[src/rtl/reg_pipe.sv]
// Hold register feeding NUM_PORTS independent DEPTH-stage shift chains.
// Unstalled chains recirculate the hold value, so outputs settle on the last load.
module reg_pipe #(
  parameter int DATA_WIDTH = 32,
  parameter int NUM_PORTS  = 2,
  parameter int DEPTH      = 2
) (
  input  logic                            clk,
  input  logic                            reset,
  input  logic                            load,
  input  logic [DATA_WIDTH-1:0]           data_in,
  input  logic                            flush,
  input  logic [NUM_PORTS-1:0]            stall,
  output logic [NUM_PORTS*DATA_WIDTH-1:0] data_out,
  output logic [NUM_PORTS-1:0]            valid_out,
  output logic [DATA_WIDTH-1:0]           hold_q
);

  logic [DATA_WIDTH-1:0] hold_d;
  logic                  hold_valid_q;
  logic                  hold_valid_d;

  always_comb begin
    hold_d       = hold_q;
    hold_valid_d = hold_valid_q;
    if (load) begin
      hold_d       = data_in;
      hold_valid_d = 1'b1;
    end else if (flush) begin
      hold_valid_d = 1'b0;
    end
  end

  always_ff @(posedge clk or negedge reset) begin
    if (!reset) begin
      hold_q       <= '0;
      hold_valid_q <= 1'b0;
    end else begin
      hold_q       <= hold_d;
      hold_valid_q <= hold_valid_d;
    end
  end

  genvar gi;
  generate
    for (gi = 0; gi < NUM_PORTS; gi++) begin : g_chan
      logic [DEPTH-1:0][DATA_WIDTH-1:0] stage_data_q;
      logic [DEPTH-1:0][DATA_WIDTH-1:0] stage_data_d;
      logic [DEPTH-1:0]                 stage_valid_q;
      logic [DEPTH-1:0]                 stage_valid_d;

      // Flush wins over stall and freezes data; only the valid bits drop.
      always_comb begin
        stage_data_d  = stage_data_q;
        stage_valid_d = stage_valid_q;
        if (flush) begin
          stage_valid_d = '0;
        end else if (!stall[gi]) begin
          stage_data_d[0]  = load ? data_in : hold_q;
          stage_valid_d[0] = load | hold_valid_q;
          for (int s = 1; s < DEPTH; s++) begin
            stage_data_d[s]  = stage_data_q[s-1];
            stage_valid_d[s] = stage_valid_q[s-1];
          end
        end
      end

      always_ff @(posedge clk or negedge reset) begin
        if (!reset) begin
          stage_data_q  <= '0;
          stage_valid_q <= '0;
        end else begin
          stage_data_q  <= stage_data_d;
          stage_valid_q <= stage_valid_d;
        end
      end

      // The last stage is itself the output register.
      assign data_out[gi*DATA_WIDTH +: DATA_WIDTH] = stage_data_q[DEPTH-1];
      assign valid_out[gi]                         = stage_valid_q[DEPTH-1];
    end
  endgenerate

endmodule

[config.mk]
export PLATFORM = sky130hd
export DESIGN_NAME = reg_pipe
export DESIGN_NICKNAME = d
export VERILOG_FILES = /design/src/rtl/reg_pipe.sv
export SDC_FILE = /design/constraint.sdc
export NUM_CORES = 1
export LEC_CHECK = 0
export CAP_MARGIN = 20
export CORE_ASPECT_RATIO = 1.75
export CORE_MARGIN = 1
export CORE_UTILIZATION = 25
export CTS_BUF_LIST = sky130_fd_sc_hd__clkbuf_8
export DETAILED_ROUTE_END_ITERATION = 10
export DONT_BUFFER_PORTS = 1
export PLACE_DENSITY_LB_ADDON = 0.05
export SLEW_MARGIN = 20
export SYNTH_ARGS = -nofsm -noshare
export SYNTH_HDL_FRONTEND = slang
export SYNTH_SLANG_ARGS = --single-unit
[constraint.sdc]
create_clock -name clk -period 1.5 [get_ports clk]
set_input_delay 0.15 -clock clk [delete_from_list [all_inputs] [get_ports clk]]
set_output_delay 0.15 -clock clk [all_outputs]
set_load 0.005 [all_outputs]
# Word level (Yosys, flattened, before mapping)
# Index checks and enable logic that the tools add are counted.
# totals
reg_bits	165
elab_cells	24
# classes
n_eq_ne	2
mux	7
bitwise_logic	4
n_reduce_logical	3
# ops
cell	count
2-to-1 mux 32 bit	1
2-to-1 mux 2 bit	4
inequality test 2 bit (second input constant)	2
AND reduction 2 bit	2
NOT 1 bit	3
2-to-1 mux 1 bit	2
nonzero test 2 bit	1
bitwise OR 1 bit	1

# Longest topological paths before layout
# Gate-level depths: netlist of run 1.
# logic_depth
word_depth	3
mapped_depth	5
mapped_depth_nobuf	2

# Least setup slack after synthesis of run 1
# OpenSTA, ideal clock, no wires.
# synth_timing
path_kind	input-to-reg
start	input stall[0]
end	register g_chan[0].stage_data_q, in the netlist data_out[10]
setup_time_ps	125
t_arrival_ps	1076
setup_slack_ps	299
cell_stages	5
cell_sequence	buf_2 or2_1 buf_6 buf_12 mux2_4
# synth_between
elab_chain_cells	2
# synth_rtl
element	line	text
start: declaration	13	input logic [NUM_PORTS-1:0] stall,
NOT 1 bit (no line)	n/a	
AND reduction 2 bit (no line)	n/a	
end signal: assignment	73	stage_data_q <= stage_data_d;
end: declaration	47	logic [DEPTH-1:0][DATA_WIDTH-1:0] stage_data_q;
# Every way passes these cells.
# A chain may end at the register's enable or synchronous reset.

# Worst setup path in the final report of run 1
# layout_timing
start	input flush
end	register g_chan[1].stage_data_q[31] (netlist name)
# layout_between
elab_chain_cells	2
# layout_rtl
element	line	text
start: declaration	12	input logic flush,
NOT 1 bit (no line)	n/a	
AND reduction 2 bit (no line)	n/a	
end signal: assignment	73	
end: declaration	47	
# Every way passes these cells.

==> results of run 1 <==
flip-flops by register name, indices dropped and copies added (netlist names):
signal                count
g_chan.stage_data_q      64
hold_q                   32
data_out                 64
g_chan.stage_valid_q      4
hold_valid_q              1
per-layer routing:
| metal | part of all wire (%) | track usage [%] | vias to the layer above |
|---|---|---|---|
| met5 | 0 | 0 | - |
| met4 | 1.5 | 4.405 | 0 |
| met3 | 5.6 | 4.811 | 9 |
| met2 | 53 | 21.45 | 95 |
| met1 | 40 | 14.54 | 1927 |
| li1 | - | - | 1690 |
critical path: cells and delay by family:
kind	cells	cell delay [ns]
compound gates	2	0.24
buf+inv	3	1.43
area by class of cell:
cell class	instances	share of cell area [%]
Clock buffer	18	3.258
Clock inverter	14	2.715
Inverter	33	1.629
Multi-Input combinational cell	238	25.00
Sequential cell	165	54.30
Tap cell	324	5.332
Timing Repair Buffer	54	7.767
power by group:
group	switching, W	internal (W)	total (W)
clock network	0.00169	0.00201	0.00370
registers	0.000603	0.00521	0.00581
logic	0.000494	0.000717	0.00121
metrics by stage:
step | utilization, % | instance area, um^2 | total power (W) | setup WS (ns) | cells
3_5_place_dp | 24.69 | 6589 | 0.006939 | 0.3084 | 765
2_1_floorplan | - | 6819 | 0.007119 | 0.2985 | 536
4_1_cts | 28.28 | 7548 | 0.01098 | 0.02967 | 842
5_1_grt | 28.49 | 7604 | 0.01131 | 0.003301 | 846
6_report | 28.49 | 7604 | 0.01072 | 0.03621 | 846
3_3_place_gp | 24.69 | 6589 | 0.006918 | 0.3254 | 765
cell usage after synthesis:
cell type	count	share of area (%)
mux2_4	28	6.2
dfrtp_1	165	61
nor2_1	3	0.17
clkbuf_1	18	0.99
buf_4	66	7.3
inv_1	33	1.8
buf_12	2	0.59
buf_6	2	0.33
a21o_1	1	0.11
nor3_1	4	0.29
or2_1	1	0.092
buf_2	11	0.81
o21ai_0	126	9.2
mux2_2	36	5.9
buf_8	1	0.22
or2_2	1	0.092
o21ai_1	2	0.15
mux2i_1	34	5.0
nor2b_1	2	0.18
timing repair:
| action | 4_1_cts | 5_1_grt |
|---|---|---|
| hold endpoints to repair | 266 | 165 |
| gates resized for setup | 0 | 6 |
| endpoints found under the setup margin | 0 | 3 |
| setup buffers | 0 | 2 |
worst paths after layout:
check / start / endpoint / slack [ns] / depth (start not counted)
worst max-delay path: flush / g_chan[1].stage_data_q[31]$_DFFE_PN0P_ / 0.04 / 5
worst max register to register: hold_q[9]$_DFF_PN0_ / g_chan[1].stage_data_q[9]$_DFFE_PN0P_ / 0.08 / 3
worst min-delay path: reset / data_out[16]$_DFFE_PN0P_ / -0.64 / 0
min in group clk: load / hold_valid_q$_DFFE_PN0P_ / 0.08 / 2
worst min register to register: g_chan[0].stage_data_q[30]$_DFFE_PN0P_ / data_out[30]$_DFFE_PN0P_ / 0.50 / 1
max in group asynchronous: reset / g_chan[0].stage_data_q[24]$_DFFE_PN0P_ / 1.75 / 0
kinds of logic after synthesis:
group                  Yosys count
AOI/OAI and AO/OA              129
buffers and inverters          133
DFF                            165
muxes                           98
and+or+nand+nor                 11
==> flow_summary.ini, run 1 <==
[outcome]
outcome = complete, but fails checks
violations = hold timing

[clock_network]
insertion_delay_ns = 0.47
cts_sinks = 165
cts_buffers = 17
ctsHoldBuffers = 45
htree_num_levels = 4
clk_pin_slew_ns = 0.09
clockRootBuffer = clkbuf_8
cts_tree = yes
cts_buffer_depth = 2

[power_and_ir_drop]
p_per_area_nw_per_um2 = 1410
p_leak_nw = 3.480
peakVddDrop_mv = 0.5691

[synthesis]
synthSimpleGateAreaFrac_pct = 0.8257
synth-seq-area-share_pct = 60.55
syn_nets = 574
synth_top_family_by_area = multiplexers
synthCells = 536
synthAdderAreaFrac_pct = 0
synth_warnings = 0
synth.area.mux_share_pct = 17.10
synth_xor_area_share_pct = 0
synth_cell_type_count = 19
ys_ff_latch = 165
synth_area_um2 = 6819
avgSynthCellArea_um2 = 12.72
synth_compound_area_share_pct = 9.505

[layout]
drive_gt1_share_pct = 22.03
syn_to_final_growth_pct = 11.50
final_cell_mix = dfrtp_1 (165), o21ai_0 (125), dlygate4sd3_1 (41), mux2_2 (36), inv_1 (33)
seqCellArea_um2 = 4129
diodes = 0
nets = 547
n_fill_cell = 2765
layout_commonest_cell = dfrtp_1
multi_input_area_um2 = 1901

[global_routing]
antenna_found_initial = 0
grt_use_total_pct = 12.65
grt.overflow.total = 0
grt_pass1_vias = 3913
grt_pass1_wl_um = 25390
grt_max_degree = 166

[place]
dp_hpwl_um = 9649
gp_congestion = 0.6420
port_buffers = 0

[hold_path]
min_path_type = primary input to asynchronous set/reset pin

[timing]
finalCritPeriodShare_pct = 97.59
fmax_mhz = 683.2
drv_slew = 0
final-setup-viol-count = 0
finalHoldViolCount = 165
slew_headroom_pct = 70.56
finalCriticalPeriod_ns = 1.464
rsz0062_at_grt = no
timing.hold.ws_ns = -0.6359
fin_skew_ns = 0.01005
tns_ns = 0
worst_pin_slew_ns = 0.4292

[setup_path]
critical_path.slowest_cell = dlygate4sd3_1
cpPeakStageDelay_ns = 0.63
critPathMaxFanout = 18
critical_path_arrival_ns = 1.83
crit_type = primary input to flip-flop
path_cells = dlygate4sd3_1, clkbuf_16, o21ai_0, o21ai_0, dlygate4sd3_1
crit_path_end_kind = flip-flop
start_kind = primary input
cp_data_required_time_ns = 1.86

[routing]
routed_wl_um = 17060
routedWlPerCell_um = 20.17
antenna_left = 0
drc = 0
viasPerCell = 4.398
num_vias = 3721
firstDrtPassIters = 4
drt_iter0_drc = 200

[die]
die_w_um = 126.8
die_h_um = 220.5
start_util_pct = 25.55
die_area_um2 = 27970
core_um2 = 26690
ioPinCount = 136
rows = 79

[job]
max_cap_violations = 0
Power figures use the tool's default switching activity.
==> run 2: changes to the inputs <==
Settings changed: CELL_PAD_IN_SITES_DETAIL_PLACEMENT set to 0, CELL_PAD_IN_SITES_GLOBAL_PLACEMENT set to 2.
==> run 2 against run 1 <==
The run still ends with hold timing left; maximum frequency is 1.9% higher; combinational power hardly changed; design area is 1.4% lower; routed wire length is 3.7% lower; clock-buffer cell count is 3 higher; critical endpoint is now g_chan[0].stage_data_q[25]$_DFFE_PN0P_; highest routed layer unchanged.
==> flow_summary.ini, run 2 (same netlist as run 1, synthesis figures left out) <==
[outcome]
outcome = complete, but fails checks
violations = hold timing

[clock_network]
cts_tree = yes
cts_buffer_depth = 2
insertion_delay_ns = 0.48
htree_num_levels = 4
clk_pin_slew_ns = 0.09
post_cts_buffers = 0
clockRootBuffer = clkbuf_8
ctsHoldBuffers = 41
cts_sinks = 165
cts_buffers = 17

[routing]
viasPerCell = 4.404
drt_iter0_drc = 158
drc = 0
routedWlPerCell_um = 19.58
num_vias = 3695
firstDrtPassIters = 4
antenna_left = 0
routed_wl_um = 16430

[timing]
finalCriticalPeriod_ns = 1.437
tns_ns = 0
fmax_mhz = 695.8
finalHoldViolCount = 165
finalWorstSetupSlack_ns = 0.06284
finalCritPeriodShare_pct = 95.81
slew_headroom_pct = 71.76
fin_skew_ns = 0.006872
timing.hold.ws_ns = -0.6333
final-setup-viol-count = 0
worst_pin_slew_ns = 0.4118
drv_slew = 0
rsz0062_at_grt = no

[place]
post-place-ws_ns = 0.3263
gp_congestion = 0.6552
dp_hpwl_um = 9297
port_buffers = 0

[layout]
drive_gt1_share_pct = 21.17
nets = 540
n_fill_cell = 2802
final_cell_mix = dfrtp_1 (165), o21ai_0 (126), dlygate4sd3_1 (37), mux2_2 (36), inv_1 (34)
syn_to_final_growth_pct = 9.908
diodes = 0
layout_commonest_cell = dfrtp_1

[setup_path]
crit_path_end_kind = flip-flop
critPathMaxFanout = 3
crit_type = flip-flop to flip-flop
critical_path_arrival_ns = 1.81
cp_data_required_time_ns = 1.87
start_kind = flip-flop

[die]
die_h_um = 220.5
ioPinCount = 136
start_util_pct = 25.55
die_w_um = 126.8
rows = 79
core_um2 = 26690
die_area_um2 = 27970

[job]
max_cap_violations = 0

[global_routing]
antenna_found_initial = 0
grt_use_total_pct = 12.59
grt_max_degree = 166
grt.overflow.total = 0
grt_pass1_vias = 3858
grt_pass1_wl_um = 25200

[power_and_ir_drop]
peakVddDrop_mv = 0.5131
p_leak_nw = 3.444
finalPower_w = 0.01028
p_per_area_nw_per_um2 = 1372

[hold_path]
min_path_type = primary input to asynchronous set/reset pin
[run 2: power by group]
part           internal [W]  leakage, nW  switching [W]  total, W
sequential          0.00521         2.03       0.000592   0.00580
combinational      0.000703         1.20       0.000479   0.00118
clock               0.00163        0.212        0.00167   0.00330
total               0.00754         3.44        0.00274    0.0103
[run 2: timing repair]
item                                    in CTS  in global routing
endpoints found under the hold margin      266                165
endpoints found under the setup margin       0                  1
resized for setup                            0                  2
[run 2: worst max-delay path, stage by stage (launching register included)]
cell           delay [ns]
dfrtp_1              0.40
mux2i_1              0.26
o21ai_0              0.11
dlygate4sd3_1        0.56
[run 2: path summary, 6_finish.rpt]
path,end,cells past startpoint,from,slack [ns]
setup / recovery,g_chan[0].stage_data_q[25]$_DFFE_PN0P_,3,hold_q[25]$_DFF_PN0_,0.06
hold / removal,data_out[54]$_DFFE_PN0P_,0,reset,-0.63
setup reg to reg,g_chan[0].stage_data_q[25]$_DFFE_PN0P_,3,hold_q[25]$_DFF_PN0_,0.06
hold reg to reg,data_out[14]$_DFFE_PN0P_,1,g_chan[0].stage_data_q[14]$_DFFE_PN0P_,0.51
max in group asynchronous,data_out[34]$_DFFE_PN0P_,0,reset,1.92
min in group clk,g_chan[0].stage_data_q[24]$_DFFE_PN0P_,2,stall[0],0.05
[run 2: layout make-up]
type                    instances  area, um^2  share of cell area [%]
clock buffers                  21       289.0                   3.856
clock inverters                11       106.4                   1.419
inverters                      33       123.9                   1.653
multi-input cells             238        1893                   25.26
flip-flops and latches        165        4129                   55.09
well taps                     324       405.4                   5.409
repair buffers                 47       548.0                   7.312
[run 2: through the flow]
step / std cells / util (%) / cell area [um^2]
after detailed placement: 766 / 24.81 / 6621
final: 839 / 28.08 / 7495
after CTS: 839 / 28.04 / 7482
after global placement: 766 / 24.81 / 6621
after global routing: 839 / 28.08 / 7495
after floorplan: 536 / - / 6819
[run 2: per-layer routing]
layer / global-route usage [%] / up-vias / share of wire [%]
li1: - / 1679 / -
met1: 14.43 / 1905 / 41
met2: 20.75 / 95 / 50
met3: 4.956 / 16 / 6.4
met4: 5.476 / 0 / 1.9
met5: 0 / - / 0
==> run 3: changes to the inputs <==
Settings changed: MAX_ROUTING_LAYER set to met4.
==> run 3 against run 2 <==
The flow still finishes with violations (hold timing); clock-buffer cell count did not move; design area did not move; routed wire length barely moved; maximum frequency barely moved.
==> flow_summary.ini, run 3 (same netlist as run 1, synthesis figures left out) <==
[outcome]
outcome = complete, but fails checks
violations = hold timing

[die]
die_w_um = 126.8
ioPinCount = 136
start_util_pct = 25.55
die_area_um2 = 27970
core_um2 = 26690
rows = 79
die_h_um = 220.5

[routing]
viasPerCell = 4.402
routed_wl_um = 16430
antenna_left = 0
routedWlPerCell_um = 19.59
drt_iter0_drc = 158
num_vias = 3693
drc = 0
firstDrtPassIters = 4

[clock_network]
ctsHoldBuffers = 41
cts_tree = yes
cts_buffer_depth = 2
insertion_delay_ns = 0.48
htree_num_levels = 4
clk_pin_slew_ns = 0.09
post_cts_buffers = 0
cts_buffers = 17
clockRootBuffer = clkbuf_8
cts_sinks = 165

[power_and_ir_drop]
p_per_area_nw_per_um2 = 1372
power_frac_comb_pct = 11.5
seqPwrFrac_pct = 56.4
p_leak_nw = 3.444
p_int_w = 0.007540
p_sw_w = 0.002743
pwr-share-clk_pct = 32.1
peakVddDrop_mv = 0.5075
p_sw_share_pct = 26.68

[place]
port_buffers = 0
gp_congestion = 0.6611
dp_hpwl_um = 9297
post-place-ws_ns = 0.3263

[timing]
tns_ns = 0
final-setup-viol-count = 0
timing.hold.ws_ns = -0.6461
fmax_mhz = 695.2
worst_pin_slew_ns = 0.4140
rsz0062_at_grt = no
finalWorstSetupSlack_ns = 0.06154
finalCriticalPeriod_ns = 1.438
fin_skew_ns = 0.008044
slew_headroom_pct = 71.61
drv_slew = 0
finalHoldViolCount = 165
finalCritPeriodShare_pct = 95.90

[global_routing]
grt.overflow.total = 0
grt_use_total_pct = 12.97
grt_pass1_wl_um = 25170
grt_max_degree = 166
grt_pass1_vias = 3862
antenna_found_initial = 0

[setup_path]
r2r_end = g_chan[0].stage_data_q[25]$_DFFE_PN0P_
cp_data_required_time_ns = 1.87
r2r.worst_path.cells = 3
critical_path.startpoint = hold_q[25]$_DFF_PN0_
crit_type = flip-flop to flip-flop
crit_path_end_kind = flip-flop
rrSetupSlack_ns = 0.06
crit-reg2reg-launch = hold_q[25]$_DFF_PN0_
worstSetupEndpoint = g_chan[0].stage_data_q[25]$_DFFE_PN0P_
start_kind = flip-flop
critPathMaxFanout = 3
critical_path_arrival_ns = 1.81

[layout]
layout_commonest_cell = dfrtp_1
final_cell_mix = dfrtp_1 (165), o21ai_0 (126), dlygate4sd3_1 (37), mux2_2 (36), inv_1 (34)
drive_gt1_share_pct = 21.17
syn_to_final_growth_pct = 9.908
nets = 540
diodes = 0

[job]
max_cap_violations = 0

[hold_path]
min_path_type = primary input to asynchronous set/reset pin
[run 3: cell counts in the layout (fill, tap and decap cells not counted)]
Identical to the previous run, type by type.
[run 3: metrics by stage]
step | power [W] | utilization (%) | area, um^2 | cells | hold slack (ns)
6_report | 0.01028 | 28.08 | 7495 | 839 | -0.6461
5_1_grt | 0.01086 | 28.08 | 7495 | 839 | -0.7048
4_1_cts | 0.01052 | 28.04 | 7482 | 839 | -0.7023
3_5_place_dp | 0.006920 | 24.81 | 6621 | 766 | -0.1406
3_3_place_gp | 0.006892 | 24.81 | 6621 | 766 | -0.1415
2_1_floorplan | 0.007119 | - | 6819 | 536 | -0.1456
[run 3: how the worst min path moves through the flow]
| stage | from | to | depth (start not counted) |
|---|---|---|---|
| floorplan | reset | data_out[0]$_DFFE_PN0P_ | 0 |
| global placement | reset | hold_q[22]$_DFF_PN0_ | 0 |
| detailed placement | reset | hold_q[22]$_DFF_PN0_ | 0 |
| CTS | reset | data_out[19]$_DFFE_PN0P_ | 0 |
| global route | reset | hold_q[20]$_DFF_PN0_ | 0 |
| finish | reset | g_chan[1].stage_data_q[20]$_DFFE_PN0P_ | 0 |
[run 3: repair_timing]
item / 4_1_cts / 5_1_grt
setup endpoints to repair: 0 / 1
endpoints found under the hold margin: 266 / 165
gates resized for setup: 0 / 2
[run 3: power groups by stage]
stage / Sequential (W) / Clock (W) / Combinational, W
6_report: 0.00580 / 0.00330 / 0.00118
4_1_cts: 0.00584 / 0.00348 / 0.00121
3_5_place_dp: 0.00592 / 0 / 0.000999
5_1_grt: 0.00591 / 0.00362 / 0.00133
3_3_place_gp: 0.00592 / 0 / 0.000968
2_1_floorplan: 0.00557 / 0 / 0.00154
[run 3: area by class of cell]
type,count,area [um^2]
flip-flops and latches,165,4129
inverters,33,123.9
repair buffers,47,548.0
clock inverters,11,106.4
fillers,2802,19190
multi-input cells,238,1893
well taps,324,405.4
clock buffers,21,289.0
[run 3: critical path: stages (launching register included)]
cell and delay, ns:
dfrtp_1 0.40, mux2i_1 0.26, o21ai_0 0.11, dlygate4sd3_1 0.56
[run 3: layer usage]
metal | global-route usage [%] | share of wire, % | vias to the layer above
met5 | - | 0 | -
li1 | - | - | 1676
met1 | 14.58 | 42 | 1896
met4 | 5.476 | 1.8 | 0
met3 | 4.884 | 6.8 | 13
met2 | 20.62 | 50 | 108
==> patch 1: new RTL, settings of run 3 <==
Set the parameter `DATA_WIDTH` to 64 (it was 32).
--- a/src/rtl/reg_pipe.sv
+++ b/src/rtl/reg_pipe.sv
@@ -2,5 +2,5 @@
 // Unstalled chains recirculate the hold value, so outputs settle on the last load.
 module reg_pipe #(
-  parameter int DATA_WIDTH = 32,
+  parameter int DATA_WIDTH = 64,
   parameter int NUM_PORTS  = 2,
   parameter int DEPTH      = 2
Ports: changed (resized data_in, data_out and hold_q); port bits go from 136 to 264. The function was not compared with the original's and may differ.
==> patch 1 against run 3 <==
The flow still finishes with violations (hold timing). Highest routed layer unchanged. Design area up 110%. Clock skew increased by 0.012 ns. Sequential cell count grew 160. Wire length is 120% higher. Critical endpoint is now g_chan[0].stage_data_q[62]. Global-route usage grew 0.79 points. Power up 110%. Via count increased by 110%. Die area increased by 95%. Largest cell class unchanged. Area after synthesis up 96%. Critical path type unchanged. Critical path depth did not move. Worst setup slack worse by 0.015 ns.
==> patch 1: results (changes against run 3) <==
- Status: complete, but fails checks
- Failing checks: hold timing
- Post-Route WL: 36.11 mm (+120%)
- Inst Count DP: 1539 (+100%)
- Pwr dens: 1398 mW/mm2 (+1.9%)
- Least-Margin Pin Slew: 1.320 ns (+0.9057 ns)
- Met3 wire len: 2.528 mm (+130%)
- Share of layout cells above drive strength 1: 0.1982 (-0.01347)
- Fill cell count: 5401 (+93%)
- Vias in the first global route: 8546 (+120%)
- Syn nets: 1116 (+94%)
- First-pass GRT wire length: 54.83 mm (+120%)
- Lkg Pwr: 7.155 nW (+110%)
- Global Route Usage Sum: 0.1376 (+0.007923)
- Postcts setup bufs: 0 (unchanged)
- Root Buffer: clkbuf_8
- Largest net degree at the start of global routing: 326 (+96%)
- Top cells by count, synth: dfrtp_1, o21ai_0, buf_4, mux2i_1, inv_1
- M1 GR Usage: 0.1570 (+0.01123)
- Initial antenna violation count: 1 (+1)
- Asr flop ratio synth: 1.000 (unchanged)
- Hold WS: -0.7342 ns (-0.08809 ns)
- Ys Warns: 0 (unchanged)
- Cell Area, Placed: 0.01305 mm2 (+97%)
- Syn_area_per_cell: 12.81 um2 (+0.66%)
- Clk_skew: 0.02048 ns (+0.01244 ns)
- CP Max Fanout: 3 (unchanged)
- Routed met2 length: 18.19 mm (+120%)
- Setup-failing EPs final: 0 (unchanged)
- Hold Vio Cnt, Final: 396 (+140%)
- Post-detail-place hpwl: 20.32 mm (+120%)
- Seq/Total Area, Yosys: 0.6071 (+0.001632)
- Clock Path Buffers: 3 (+1)
- Synth top area cells: dfrtp_1, buf_4, o21ai_0
- CP Class: reg -> reg
- R2r startpoint: hold_q[62]
- Fmax: 688.0 MHz (-1.0%)
- GR Layer Usage met3: 0.03624 (-0.01260)
- CTS clock-pin slew for the worst setup and hold paths: 0.06 ns (-0.03 ns)
- H-tree depth: 2 (-2)
- Routing usage on met2: 0.2323 (+0.02606)
- Detailed router's first-iteration violation count: 345 (+120%)
- RePlAce Congestion: 0.7167 (+8.4%)
- Worst-case reg-to-reg path depth: 3 (unchanged)
- Max IR drop VDD: 643.8 uV (+27%)
- DR vias/cell: 4.359 (-0.97%)
- Clock Latency Late Sink: 0.61 ns (+0.13 ns)
- Wire length per cell: 20.30 um (+3.6%)
- Met1 WL: 14.59 mm (+110%)
- Drt first pass iters: 4 (unchanged)
- CTS Buf Count: 53 (+36)
- Setup slack after placement: 0.2239 ns (-0.1024 ns)
- Crit path arrival time: 1.92 ns (+0.11 ns)
- Top sig layer: met4
- Synth unique cells: 18 (-1)
- FF-to-FF setup slack: 0.05 ns (-0.02 ns)
- Hold buffers post-CTS: 154 (+280%)
patch 1: cell types whose count changed in the layout (fill, tap and decap cells not counted), sizes merged, moves of 5 or more:
cell	delta
o21ai	+128
dlygate4sd3	+103
clkbuf	+44
inv	+55
mux2	+64
mux2i	+32
clkinv	-5
dfrtp	+160
patch 1: kinds of logic after synthesis:
kind of cell           synth area share
AOI/OAI and AO/OA               0.09621
buffers and inverters            0.1190
DFF                              0.6071
muxes                            0.1729
and+or+nand+nor                0.004764
patch 1: repair_timing:
| item | 4_1_cts | 5_1_grt |
|---|---|---|
| hold endpoints to repair | 545 | 418 |
| setup endpoints to repair | 0 | 45 |
| resized for setup | 0 | 15 |
patch 1: area by class of cell:
cell class | count | area share
Timing Repair Buffer | 155 | 0.1069
Multi-Input combinational cell | 462 | 0.2375
Sequential cell | 325 | 0.5195
Clock inverter | 29 | 0.009911
Clock buffer | 64 | 0.05627
Tap cell | 678 | 0.05419
Inverter | 65 | 0.01559
Antenna cell | 1 | 0.0001598
patch 1: where the power goes:
part	switching [mW]	total, mW	internal [mW]	leakage, nW
Clock	3.63	7.64	4.02	0.609
Combinational	0.994	2.63	1.63	2.56
Sequential	1.31	11.6	10.3	3.99
Total	5.93	21.9	15.9	7.16
patch 1: final timing paths:
kind / to
worst max-delay path: g_chan[0].stage_data_q[62]
worst min-delay path: hold_q[48]
worst max register to register: g_chan[0].stage_data_q[62]
worst min register to register: data_out[70]
max in group asynchronous: data_out[97]
min in group clk: hold_q[3]
patch 1: worst max-delay path, cell delays in order, from the launching register on:
cell,delay [ns]
dfrtp_1,0.40
mux2i_1,0.17
dlygate4sd3_1,0.66
o21ai_0,0.11
==> patch 2: new RTL, config.mk and constraints of run 3 <==
Made on the original files. Take the reset off `hold_q` and load it in a clocked block of its own.
--- a/src/rtl/reg_pipe.sv
+++ b/src/rtl/reg_pipe.sv
@@ -34,10 +34,12 @@
   always_ff @(posedge clk or negedge reset) begin
     if (!reset) begin
-      hold_q       <= '0;
       hold_valid_q <= 1'b0;
     end else begin
-      hold_q       <= hold_d;
       hold_valid_q <= hold_valid_d;
     end
+  end
+
+  always_ff @(posedge clk) begin
+    hold_q <= hold_d;
   end
 
Check against the original RTL: not equivalent (a bounded check fails within 4 cycles, from zero or initial values and one cycle with reset low).
==> patch 2 against run 3 <==
The flow finishes with violations (DRC, hold timing). Area after synthesis is 2.3% lower. Wire length increased by 0.26%. Design area fell by 3.2%. Non-clock buffer count down 3. Clock skew rose by 0.0046 ns. Sequential cell count did not move. Power is 1.1% lower. Worst setup slack improved by 0.027 ns. Largest power group unchanged.
==> patch 2: results (changes against run 3) <==
- Sequential share of cell area: 0.5469 (-0.004021)
- Seq/Total Area, Yosys: 0.5960 (-0.009488)
- Synth unique cells: 20 (+1)
- Global Route Usage Sum: 0.1329 (+0.003191)
- Failing checks: DRC, hold timing
- Status: complete, but fails checks
- CP Max Fanout: 35 (+32)
- Hold WS: -0.6266 ns (+0.01950 ns)
- RePlAce Congestion: 0.6184 (-6.5%)
- Inst Count DP: 760 (-0.78%)
- Crit path largest cell delay: 0.59 ns (+0.03 ns)
- Layout clock buffers: 18 (-14%)
- Buffering overhead: 0.06862 (-0.004501)
- Synth top area cells: dfrtp_1, dfxtp_1, o21ai_0
- Fraction of area in multi-input gates: 0.2591 (+0.006549)
- First-pass GRT wire length: 25.46 mm (+1.2%)
- Post-Route WL: 16.48 mm (+0.26%)
- Clock network area share: 0.05310 (+0.0003490)
- Largest net degree at the start of global routing: 134 (-19%)
- Internal power: 7.387 mW (-2.0%)
- Hold Vio Cnt, Final: 133 (-19%)
- Layout Nets: 537 (-0.56%)
- Residual DRC: 7 (+7)
- Post-detail-place hpwl: 9.541 mm (+2.6%)
- Multiplexer share of the synthesized area: 0.1751 (+0.004113)
- Hold buffers post-CTS: 40 (-2.4%)
- FF-to-FF setup slack: 0.20 ns (+0.14 ns)
- R2r startpoint: g_chan[0].stage_valid_q[1]
==> patch 2: routing by layer <==
| metal | vias up | GRT usage | routed length, um |
|---|---|---|---|
| li1 | 1664 | - | - |
| met1 | 1852 | 0.1401 | 6620 |
| met2 | 98 | 0.2235 | 8519 |
| met3 | 9 | 0.05422 | 1083 |
| met4 | 0 | 0.04634 | 251 |
| met5 | - | - | 0 |
==> patch 2: metrics by stage <==
step / instance area, um2 / utilization / total power [mW] / hold slack (ns)
floorplan: 6659 / - / 7.111 / -0.1456
global route: 7257 / 0.2785 / 10.79 / -0.6948
detailed placement: 6416 / 0.2462 / 6.930 / -0.1407
finish: 7257 / 0.2785 / 10.17 / -0.6266
CTS: 7257 / 0.2785 / 10.44 / -0.7036
global placement: 6416 / 0.2462 / 6.894 / -0.1416
==> patch 2: cell families (layout without fill, tap and decap cells) <==
logic type / after synthesis / in the layout
AND/OR/NAND/NOR: 11 / 11
AO/OA/AOI/OAI: 129 / 129
multiplexers: 98 / 98
flip-flops: 165 / 165
buffers and inverters: 133 / 109
